`src/rtl/bbqm_pkg.sv`:
```
// Shared definitions for the bank-queue manager: wait-time FSM states,
// width derivations and the wait-time saturation limit.
package bbqm_pkg;

   // Wait-time computation sequencer states
   typedef enum logic [1:0] {
      IDLE = 2'd0,
      LOAD = 2'd1,
      DIV  = 2'd2,
      DONE = 2'd3
   } wt_state_t;

   // Bits needed to hold an occupancy of 0..max_p
   function automatic int pcount_w(input int max_p);
      return $clog2(max_p + 1);
   endfunction

   // Bits needed for the largest dividend SERVICE_T*(MAX_P + Tmax - 1)
   function automatic int num_w(input int service_t, input int max_p, input int tcount_w);
      return $clog2(service_t * (max_p + (1 << tcount_w) - 1) + 1);
   endfunction

   // Largest value representable on a w-bit wait-time output
   function automatic longint sat_limit(input int w);
      return (longint'(1) << w) - 1;
   endfunction

endpackage

```
`src/rtl/bbqm_divider.sv`:
```
// Restoring unsigned divider, one quotient bit per clock. start loads the
// operands, abort drops an in-flight division, done pulses for one cycle
// when the quotient is final.
module bbqm_divider #(
   parameter int W = 5
) (
   input  logic         clk,
   input  logic         rst,
   input  logic         start,
   input  logic         abort,
   input  logic [W-1:0] dividend,
   input  logic [W-1:0] divisor,
   output logic         busy,
   output logic         done,
   output logic [W-1:0] quotient
);

   localparam int CW = $clog2(W);
   localparam logic [CW-1:0] LAST = CW'(W - 1);

   logic [W-1:0]  rem;
   logic [W-1:0]  den;
   logic [CW-1:0] cnt;
   logic [W:0]    shifted;
   logic [W-1:0]  diff;
   logic          ge;

   // Trial subtraction of the divisor from the shifted partial remainder
   always_comb begin
      shifted = {rem, quotient[W-1]};
      ge      = (shifted >= {1'b0, den});
      diff    = shifted[W-1:0] - den;
   end

   // Iteration state: the quotient register doubles as the dividend shifter
   always_ff @(posedge clk or posedge rst) begin
      if (rst) begin
         busy     <= 1'b0;
         done     <= 1'b0;
         rem      <= '0;
         den      <= '0;
         quotient <= '0;
         cnt      <= '0;
      end else begin
         done <= 1'b0;
         if (abort) begin
            busy <= 1'b0;
         end else if (start) begin
            busy     <= 1'b1;
            rem      <= '0;
            den      <= divisor;
            quotient <= dividend;
            cnt      <= '0;
         end else if (busy) begin
            rem      <= ge ? diff : shifted[W-1:0];
            quotient <= {quotient[W-2:0], ge};
            cnt      <= cnt + CW'(1);
            if (cnt == LAST) begin
               busy <= 1'b0;
               done <= 1'b1;
            end
         end
      end
   end

endmodule

```
`src/rtl/bbqm_gen2.sv`:
```
// Bank-queue manager: counts arrivals/departures from two push-buttons,
// raises empty/full/alarm flags and estimates the wait time
// floor(SERVICE_T*(Pcount+T-1)/T) with a sequential divider.
// Optional macro BBQM_INPUT_SYNC_EN adds a 2-flop synchroniser on Up/Down.
module bbqm_gen2
   import bbqm_pkg::*;
#(
   parameter int MAX_P     = 7,
   parameter int TCOUNT_W  = 2,
   parameter int SERVICE_T = 3,
   parameter int WTIME_W   = 8,
   localparam int PCOUNT_W = pcount_w(MAX_P)
) (
   input  logic                CLK,
   input  logic                reset,
   input  logic                Up,
   input  logic                Down,
   input  logic [TCOUNT_W-1:0] Tcount,
   output logic [PCOUNT_W-1:0] Pcount,
   output logic [WTIME_W-1:0]  Wtime,
   output logic                Wtime_valid,
   output logic                Empty_Flag,
   output logic                Full_Flag,
   output logic                Alarm_Flag
);

   localparam int NUM_W  = num_w(SERVICE_T, MAX_P, TCOUNT_W);
   localparam int ITER_W = $clog2(NUM_W);
   localparam logic [ITER_W-1:0]   ITER_LAST = ITER_W'(NUM_W - 1);
   localparam logic [PCOUNT_W-1:0] MAX_PC    = PCOUNT_W'(MAX_P);
   localparam longint              WT_MAX    = sat_limit(WTIME_W);

   // ---------------- button front end ----------------
   logic [1:0] btn;
   logic [1:0] btn_s;
   logic [1:0] btn_edge;
   logic       primed;

   assign btn = {Down, Up};

`ifdef BBQM_INPUT_SYNC_EN
   logic [1:0] sync1;
   logic [1:0] sync2;
   logic [1:0] prime;

   // Two-flop synchroniser; prime marks when sync2 carries real samples
   always_ff @(posedge CLK or posedge reset) begin
      if (reset) begin
         sync1 <= '0;
         sync2 <= '0;
         prime <= '0;
      end else begin
         sync1 <= btn;
         sync2 <= sync1;
         prime <= {prime[0], 1'b1};
      end
   end

   assign btn_s  = sync2;
   assign primed = prime[1];
`else
   assign btn_s  = btn;
   assign primed = 1'b1;
`endif

   generate
      for (genvar gi = 0; gi < 2; gi++) begin : g_btn
         logic prev;
         logic block;

         // Rising-edge detect; block suppresses a level already high at reset
         // release until the button has been seen low once
         always_ff @(posedge CLK or posedge reset) begin
            if (reset) begin
               prev  <= 1'b0;
               block <= 1'b1;
            end else begin
               prev <= btn_s[gi];
               if (primed && !btn_s[gi])
                  block <= 1'b0;
            end
         end

         assign btn_edge[gi] = btn_s[gi] & ~prev & ~block;
      end
   endgenerate

   // ---------------- occupancy and flags ----------------
   logic                up_ev;
   logic                dn_ev;
   logic [PCOUNT_W-1:0] pcount_next;
   logic                alarm_next;

   assign up_ev = btn_edge[0];
   assign dn_ev = btn_edge[1];

   // Next occupancy; simultaneous edges cancel and leave the alarm alone
   always_comb begin
      pcount_next = Pcount;
      alarm_next  = Alarm_Flag;
      if (up_ev && !dn_ev) begin
         if (Pcount < MAX_PC)
            pcount_next = Pcount + PCOUNT_W'(1);
         else
            alarm_next = 1'b1;
      end else if (dn_ev && !up_ev) begin
         if (Pcount != '0) begin
            pcount_next = Pcount - PCOUNT_W'(1);
            alarm_next  = 1'b0;
         end
      end
   end

   // Occupancy register with flags kept coincident with it
   always_ff @(posedge CLK or posedge reset) begin
      if (reset) begin
         Pcount     <= '0;
         Empty_Flag <= 1'b1;
         Full_Flag  <= 1'b0;
         Alarm_Flag <= 1'b0;
      end else begin
         Pcount     <= pcount_next;
         Empty_Flag <= (pcount_next == '0);
         Full_Flag  <= (pcount_next == MAX_PC);
         Alarm_Flag <= alarm_next;
      end
   end

   // ---------------- wait-time computation ----------------
   logic [TCOUNT_W-1:0] tcount_reg;
   logic                change;
   wt_state_t           state;
   logic [ITER_W-1:0]   iter;
   logic                div_start;
   logic                div_abort;
   logic                div_busy;
   logic                div_done;
   logic [NUM_W-1:0]    dividend;
   logic [NUM_W-1:0]    divisor;
   logic [NUM_W-1:0]    quotient;
   logic [WTIME_W-1:0]  wt_sat;

   // Registered teller count; a new value restarts the estimate
   always_ff @(posedge CLK or posedge reset) begin
      if (reset)
         tcount_reg <= '0;
      else
         tcount_reg <= Tcount;
   end

   assign change    = (pcount_next != Pcount) || (Tcount != tcount_reg);
   assign div_start = (state == LOAD);
   assign div_abort = change && (state != IDLE);

   // Operands from the already-updated registers; T-1 is tcount_reg itself
   always_comb begin
      dividend = NUM_W'(SERVICE_T * (int'(Pcount) + int'(tcount_reg)));
      divisor  = NUM_W'(int'(tcount_reg) + 1);
   end

   // Clamp the quotient to the output range
   always_comb begin
      if (longint'(quotient) > WT_MAX)
         wt_sat = WTIME_W'(WT_MAX);
      else
         wt_sat = WTIME_W'(quotient);
   end

   bbqm_divider #(.W(NUM_W)) u_div (
      .clk      (CLK),
      .rst      (reset),
      .start    (div_start),
      .abort    (div_abort),
      .dividend (dividend),
      .divisor  (divisor),
      .busy     (div_busy),
      .done     (div_done),
      .quotient (quotient)
   );

   // Sequencer: any input change (re)starts at LOAD; Wtime only moves in DONE
   always_ff @(posedge CLK or posedge reset) begin
      if (reset) begin
         state       <= IDLE;
         iter        <= '0;
         Wtime       <= '0;
         Wtime_valid <= 1'b1;
      end else if (change) begin
         state       <= LOAD;
         iter        <= '0;
         Wtime_valid <= 1'b0;
      end else begin
         case (state)
            IDLE: ;
            LOAD: begin
               state <= DIV;
               iter  <= '0;
            end
            DIV: begin
               if (!div_busy)
                  state <= LOAD;
               else if (iter == ITER_LAST)
                  state <= DONE;
               else
                  iter <= iter + ITER_W'(1);
            end
            DONE: begin
               if (div_done) begin
                  state       <= IDLE;
                  Wtime       <= (Pcount == '0) ? '0 : wt_sat;
                  Wtime_valid <= 1'b1;
               end else begin
                  state <= LOAD;
               end
            end
            default: state <= IDLE;
         endcase
      end
   end

endmodule

```
`config.mk`:
```
export PLATFORM = sky130hd
export DESIGN_NAME = bbqm_gen2
export DESIGN_NICKNAME = d
export VERILOG_FILES = /design/src/rtl/bbqm_pkg.sv /design/src/rtl/bbqm_divider.sv /design/src/rtl/bbqm_gen2.sv
export SDC_FILE = /design/constraint.sdc
export NUM_CORES = 1
export LEC_CHECK = 0
export CAP_MARGIN = 20
export CORE_MARGIN = 2
export CORE_UTILIZATION = 45
export DETAILED_ROUTE_END_ITERATION = 8
export HOLD_SLACK_MARGIN = 0.06
export SYNTH_ARGS = -nofsm -noshare
export SYNTH_HDL_FRONTEND = slang
export SYNTH_SLANG_ARGS = --single-unit
```
`constraint.sdc`:
```
create_clock -name CLK -period 2.85 [get_ports CLK]
set_clock_uncertainty 0.1 [all_clocks]
set_input_delay 0.57 -clock CLK [delete_from_list [all_inputs] [get_ports CLK]]
set_output_delay 0.57 -clock CLK [all_outputs]
set_load 0.02 [all_outputs]
```
### Word level (Yosys, flattened, before mapping)

Index checks and enable logic that the tools add are counted.

* add/subtract/negate cells: 7
* $mul: 1
* magnitude comparators: 2
* equality and inequality tests: 12
* muxes and demuxes: 36
* bitwise logic cells: 10
* reduce and logical (&&, ||, !) cells: 24

Operators with widths (number)
* $mux 5: 6
* $mux 3: 9
* $mux 1: 16
* $reduce_bool 2->1: 6
* $add 3x1->3 const B: 3
* $eq 3x3->1 const B: 3
* $reduce_and 3->1: 3
* $reduce_and 2->1: 4
* $ge 6x5->1: 1
* $logic_not 3->1: 2
* $mux 2: 3
* $not 1->1: 6
* $pmux 2 s3: 1
* $pmux 3 s2: 1
* $reduce_bool 3->1: 2
* $mul 2x4->5 const A: 1
* $sub 5x5->5: 1
* $add 3x2->4: 1
* $and 1x1->1: 4
* $eq 2x2->1 const B: 2
* $ne 4x4->1 const B: 1
* $reduce_bool 4->1: 1
* $add 2x1->3 const B: 1
* $logic_and 1x1->1: 3
* other kinds (10): 11

* flip-flop bits (word level): 46
* input port bits: 6
* output and inout port bits: 15
* word-level logic and storage cells: 111

### Longest topological paths before layout

* depth in word-level cells: 12
* mapped depth: 9
* mapped depth without buffers: 9

### Modules after synthesis

A second synthesis with hierarchy kept.

* cell total of the unflattened synthesis: 262
* area, all modules: 2605.0 um^2

By module, submodules not included
* bbqm_gen2: instances 1, cells an instance 143, area each 1477.7 um^2, seq. area each 580.6 um^2
* bbqm_divider: instances 1, cells an instance 119, area each 1127.3 um^2, seq. area each 500.5 um^2

### Worst setup path after synthesis

Ideal clock, no wire load.

* kind: register -> register
* start point: register Pcount[0]
* end point: register u_div.quotient[3]
* library setup time: 135 ps
* arrival time: 2239 ps
* data required time: 2615 ps
* setup slack: 376 ps
* cell stages (with the launch flop): 10
* buffers on the path: 0
* period minus slack after synthesis: 2474 ps
* cell sequence: dfrtp_1 ha_1 fa_1 xor2_1 inv_1 fa_1 xor2_1 nor2_1 a21oi_1 o21ai_0

* cells in the longest elaborated chain, start to end: 9
* elaborated cells between the ends (all ways): 16
* classes of those cells: add/sub (3); mul (1); order compare (1); eq/ne (1); mux (5); bitwise (1); reduce/logical (4)

Ends and longest elaborated chain
* start, declared: line bbqm_gen2.sv:19 `output logic [PCOUNT_W-1:0] Pcount,`
* start signal, assigned: line bbqm_gen2.sv:122 `Pcount <= pcount_next;`
* parallel branches: the longest is 9 deep, another holds $mul 2x4->5
* end signal, assigned: line bbqm_divider.sv:52 `quotient <= dividend;`
* end signal, assigned: line bbqm_divider.sv:56 `quotient <= {quotient[W-2:0], ge};`
* end, declared: line bbqm_divider.sv:15 `output logic [W-1:0] quotient`

Several ways; the timed one is not identified.
A chain may end at the register's enable or synchronous reset.

### Final worst setup path

* start point: input port Up
* end point: register u_div.quotient[0]

* cells in the longest elaborated chain, start to end: 11
* elaborated cells between the ends (all ways): 12
* classes of those cells: eq/ne (1); mux (2); bitwise (3); reduce/logical (6)

Ends and longest elaborated chain
* start, declared: line bbqm_gen2.sv:16 `input logic Up,`
* $and 1x1->1 * (2 in series): line bbqm_gen2.sv:84 `assign btn_edge[gi] = btn_s[gi] & ~prev & ~block;`
* $logic_not 1->1: line bbqm_gen2.sv:106 `end else if (dn_ev && !up_ev) begin`
* $logic_and 1x1->1: line bbqm_gen2.sv:106
* $mux 3: line bbqm_gen2.sv:106
* $mux 3 *: line bbqm_gen2.sv:101 `if (up_ev && !dn_ev) begin`
* $ne 3x3->1 *: line bbqm_gen2.sv:151 `assign change = (pcount_next != Pcount) || (Tcount != tcount_reg);`
* $logic_or 1x1->1 *: line bbqm_gen2.sv:151
* $logic_and 1x1->1 *: line bbqm_gen2.sv:153 `assign div_abort = change && (state != IDLE);`
* $not 1->1 (no source line) *
* $reduce_and 2->1 (no source line) *

Mark *: on every way between the ends. The rest lies on a longest branch, timed or not.

==> results.py <==
metrics = {
    "timing": {
        "post-route-period-util_pct": 92.73,
        "hold_ws_ns": 0.3726,
        "relSlewSlack_pct": 64.32,
        "drv_slew": 0,
        "rsz0062_at_grt": "false",
        "finalSetupViolations": 0,
        "worstMarginPinSlew_ns": 0.5351,
        "fmax_mhz": 378.4,
        "finalHoldViolations": 0,
        "fin_tns_setup_ns": 0,
        "fin_crit_ns": 2.643,
    },
    "pwr": {
        "switching_share_pct": 42.06,
        "power-per-cell-area_nw_per_um2": 906.6,
        "p_leak_nw": 1.315,
        "p_comb_share_pct": 50.3,
        "peakVddDrop_v": 0.0005560,
        "intPower_w": 0.001450,
        "seq_power_share_pct": 34.4,
        "p_clk_share_pct": 15.3,
        "power.switching_w": 0.001052,
    },
    "synth": {
        "synth_cell_types": 47,
        "yosysSeqAreaShare_pct": 42.43,
        "synth-simple-area-share_pct": 14.68,
        "synth_fa_ha_area_share_pct": 11.74,
        "synth_xor_area_share_pct": 2.884,
        "syn-instance-count": 248,
        "synth_async_sr_flop_share_pct": 100.0,
        "yosys_warnings": 0,
        "synth_top_family_by_area": "compound AO/OA/AOI/OAI gates",
        "syn_avg_cell_area_um2": 9.798,
        "synth_ff_type": "dfrtp_1",
        "synth-compound-area-share_pct": 15.29,
        "synth.mux.area_fraction_pct": 4.222,
        "syn_area_um2": 2430,
        "synth_edf_count": 0,
        "synth_seq_cells": 41,
    },
    "setup_path": {
        "r2r_slack_ns": 0.25,
        "startpoint": "Up",
        "required_ns": 3.00,
        "critPathSlowestCell": "clkdlybuf4s50_1",
        "cp-end-kind": "flop",
        "rr_endpoint": "u_div.quotient[4]",
        "arrival_ns": 2.79,
        "path_max_fanout": 7,
        "critPathKind": "in2reg",
        "path_cells": "clkdlybuf4s50_1 -> or3b_2 -> inv_1 -> ha_1 -> o21ba_2 -> a32oi_2 -> o211ai_1 -> nor2b_1 -> a221o_1",
        "crit_path_max_incr_delay_ns": 0.47,
        "startpoint_type": "input pin",
        "ff2ff_path_depth": 9,
        "r2r-start": "Pcount[0]",
    },
    "global_route": {
        "grt_first_pass_wirelength_um": 7700,
        "grt_overflow": 0,
        "track_usage_pct": 16.30,
        "antenna_found_initial": 0,
        "grt_pass1_vias": 1652,
        "grt_max_degree": 42,
    },
    "route": {
        "highest_layer": "met4",
        "post_drt_wl_per_cell_um": 13.00,
        "ant_nets": 0,
        "dr_wl_met2_um": 2040,
        "avgViaCountPerCell": 5.015,
        "met1_length_um": 2163,
        "dr.pass1.iters": 4,
        "wirelength_um": 4459,
        "first_iter_violations": 106,
        "dr_wl_met3_um": 174,
        "vias": 1720,
        "drc": 0,
    },
    "floorplan": {
        "die_h_um": 77.48,
        "row_count": 26,
        "coreArea_um2": 5172,
        "pin_count": 21,
        "die_w_um": 77.48,
        "start_util_pct": 46.98,
        "die_area_um2": 6003,
    },
    "finish": {
        "top_regs": "Wtime: 5 flops, u_div.quotient: 5 flops, u_div.rem: 5 flops",
        "final_nets": 299,
        "finish.utilization_pct": 53.36,
        "fillers": 479,
        "area_delta_synth_final_pct": 13.59,
        "drive_gt1_share_pct": 12.82,
        "diodes": 0,
        "design_area_um2": 2760,
    },
    "clocking": {
        "cts_sinks": 41,
        "clk_latency_ns": 0.30,
        "cts_resized": 0,
        "cts_buffers": 5,
        "holdBufCountCts": 0,
        "cts_root_buf": "clkbuf_8",
        "clockBufferDepth": 2,
        "h-tree-depth": 2,
        "post-cts-setup-buffer-count": 0,
        "cts_tree": "done",
        "cts.clk_slew.worst_paths_ns": 0.08,
    },
    "place": {
        "gp_congestion": 0.8055,
        "placed_cell_area_um2": 2674,
        "dp_hpwl_um": 3242,
        "portBuffers": 17,
    },
    "min_path": {
        "holdPathEnd": "Wtime_valid",
        "min_from": "Wtime_valid",
        "min_path_type": "reg2reg",
        "hold_depth": 2,
    },
    "flow_run": {
        "drv_cap": 0,
    },
    "run_status": {
        "status": "completed",
    },
}
-- worst max-delay path by stage --
stage | to | slack (ns) | depth (start not counted)
2_1_floorplan | u_div.quotient[3] | 0.38 | 9
3_3_place_gp | u_div.quotient[0] | -0.04 | 9
3_5_place_dp | u_div.quotient[0] | -0.11 | 9
4_1_cts | u_div.quotient[0] | 0.20 | 9
5_1_grt | u_div.rem[4] | 0.04 | 8
6_report | u_div.quotient[0] | 0.21 | 9
-- cells in the mapped netlist (4+ instances only) --
library cell  count  area [um^2]
dfrtp_1          37        925.9
nand2_1          27        101.4
ha_1             18        225.2
nor2b_1           4        25.02
dfstp_2           4        105.1
a21oi_1          14        70.07
mux2i_1           8        80.08
inv_1            30        112.6
buf_6             5        56.30
o21ai_0          21        105.1
nor2_1           14        52.55
xor2_1            5        43.79
nand3_1           5        25.02
-- final cells by class --
type	instances	area (um^2)	share of cell area [%]
Clock inverter	3	17.52	0.6346
Inverter	30	112.6	4.080
Sequential cell	41	1031	37.35
Multi-Input combinational cell	167	1197	43.38
Clock buffer	5	68.82	2.493
Timing Repair Buffer	27	245.2	8.885
Tap cell	70	87.58	3.173
-- kinds of logic after synthesis --
family	count (synthesis)
AOI/OAI and AO/OA	55
xor gates and xnor gates	8
adders and majority gates	21
buffers and inverters	42
DFF	41
muxes	10
other	1
and+or+nand+nor	70
-- per-layer routing --
layer  vias up  track usage (%)
met5         -                0
met4         0            6.429
met2        38            25.91
met1       804            21.78
li1        871                -
met3         7            3.488
-- stage by stage --
stage / setup slack [ns] / power (W) / cells
after CTS: 0.2023 / 0.002531 / 343
final: 0.2073 / 0.002502 / 343
after global routing: 0.03599 / 0.002742 / 343
after global placement: -0.04455 / 0.002110 / 335
after floorplan: 0.3763 / 0.001822 / 250
after detailed placement: -0.1099 / 0.002134 / 335
-- cell usage in the layout, fill, tap and decap left out, types with 2 or more instances in the layout --
master / instances
dfrtp_1: 37
inv_1: 30
nand2_1: 27
o21ai_0: 21
ha_1: 18
clkdlybuf4s50_1: 17
nor2_1: 14
a21oi_1: 14
buf_4: 10
mux2i_1: 8
xor2_1: 5
nand3_1: 5
clkbuf_8: 5
dfstp_2: 4
nor2b_1: 4
nor3_1: 3
o211ai_1: 3
xnor2_1: 3
nand3b_1: 3
and2_1: 3
fa_1: 3
conb_1: 3
nand2b_4: 2
nor3b_1: 2
o2111ai_1: 2
mux2_2: 2
a21o_1: 2
a31o_2: 2
clkinv_2: 2
-- power groups by stage --
stage / sequential, W / combinational [W] / clock [W]
2_1_floorplan: 0.000858 / 0.000965 / 0
3_3_place_gp: 0.000872 / 0.00124 / 0
3_5_place_dp: 0.000870 / 0.00126 / 0
4_1_cts: 0.000860 / 0.00127 / 0.000400
5_1_grt: 0.000887 / 0.00143 / 0.000422
6_report: 0.000861 / 0.00126 / 0.000384
-- worst max-delay path: cells and delay by family --
family	cells	cell delay [ns]
compound gates	4	0.85
fa+ha+maj	1	0.19
buf+inv	2	0.54
simple gates	2	0.64
(Power assumes the default switching activity.)
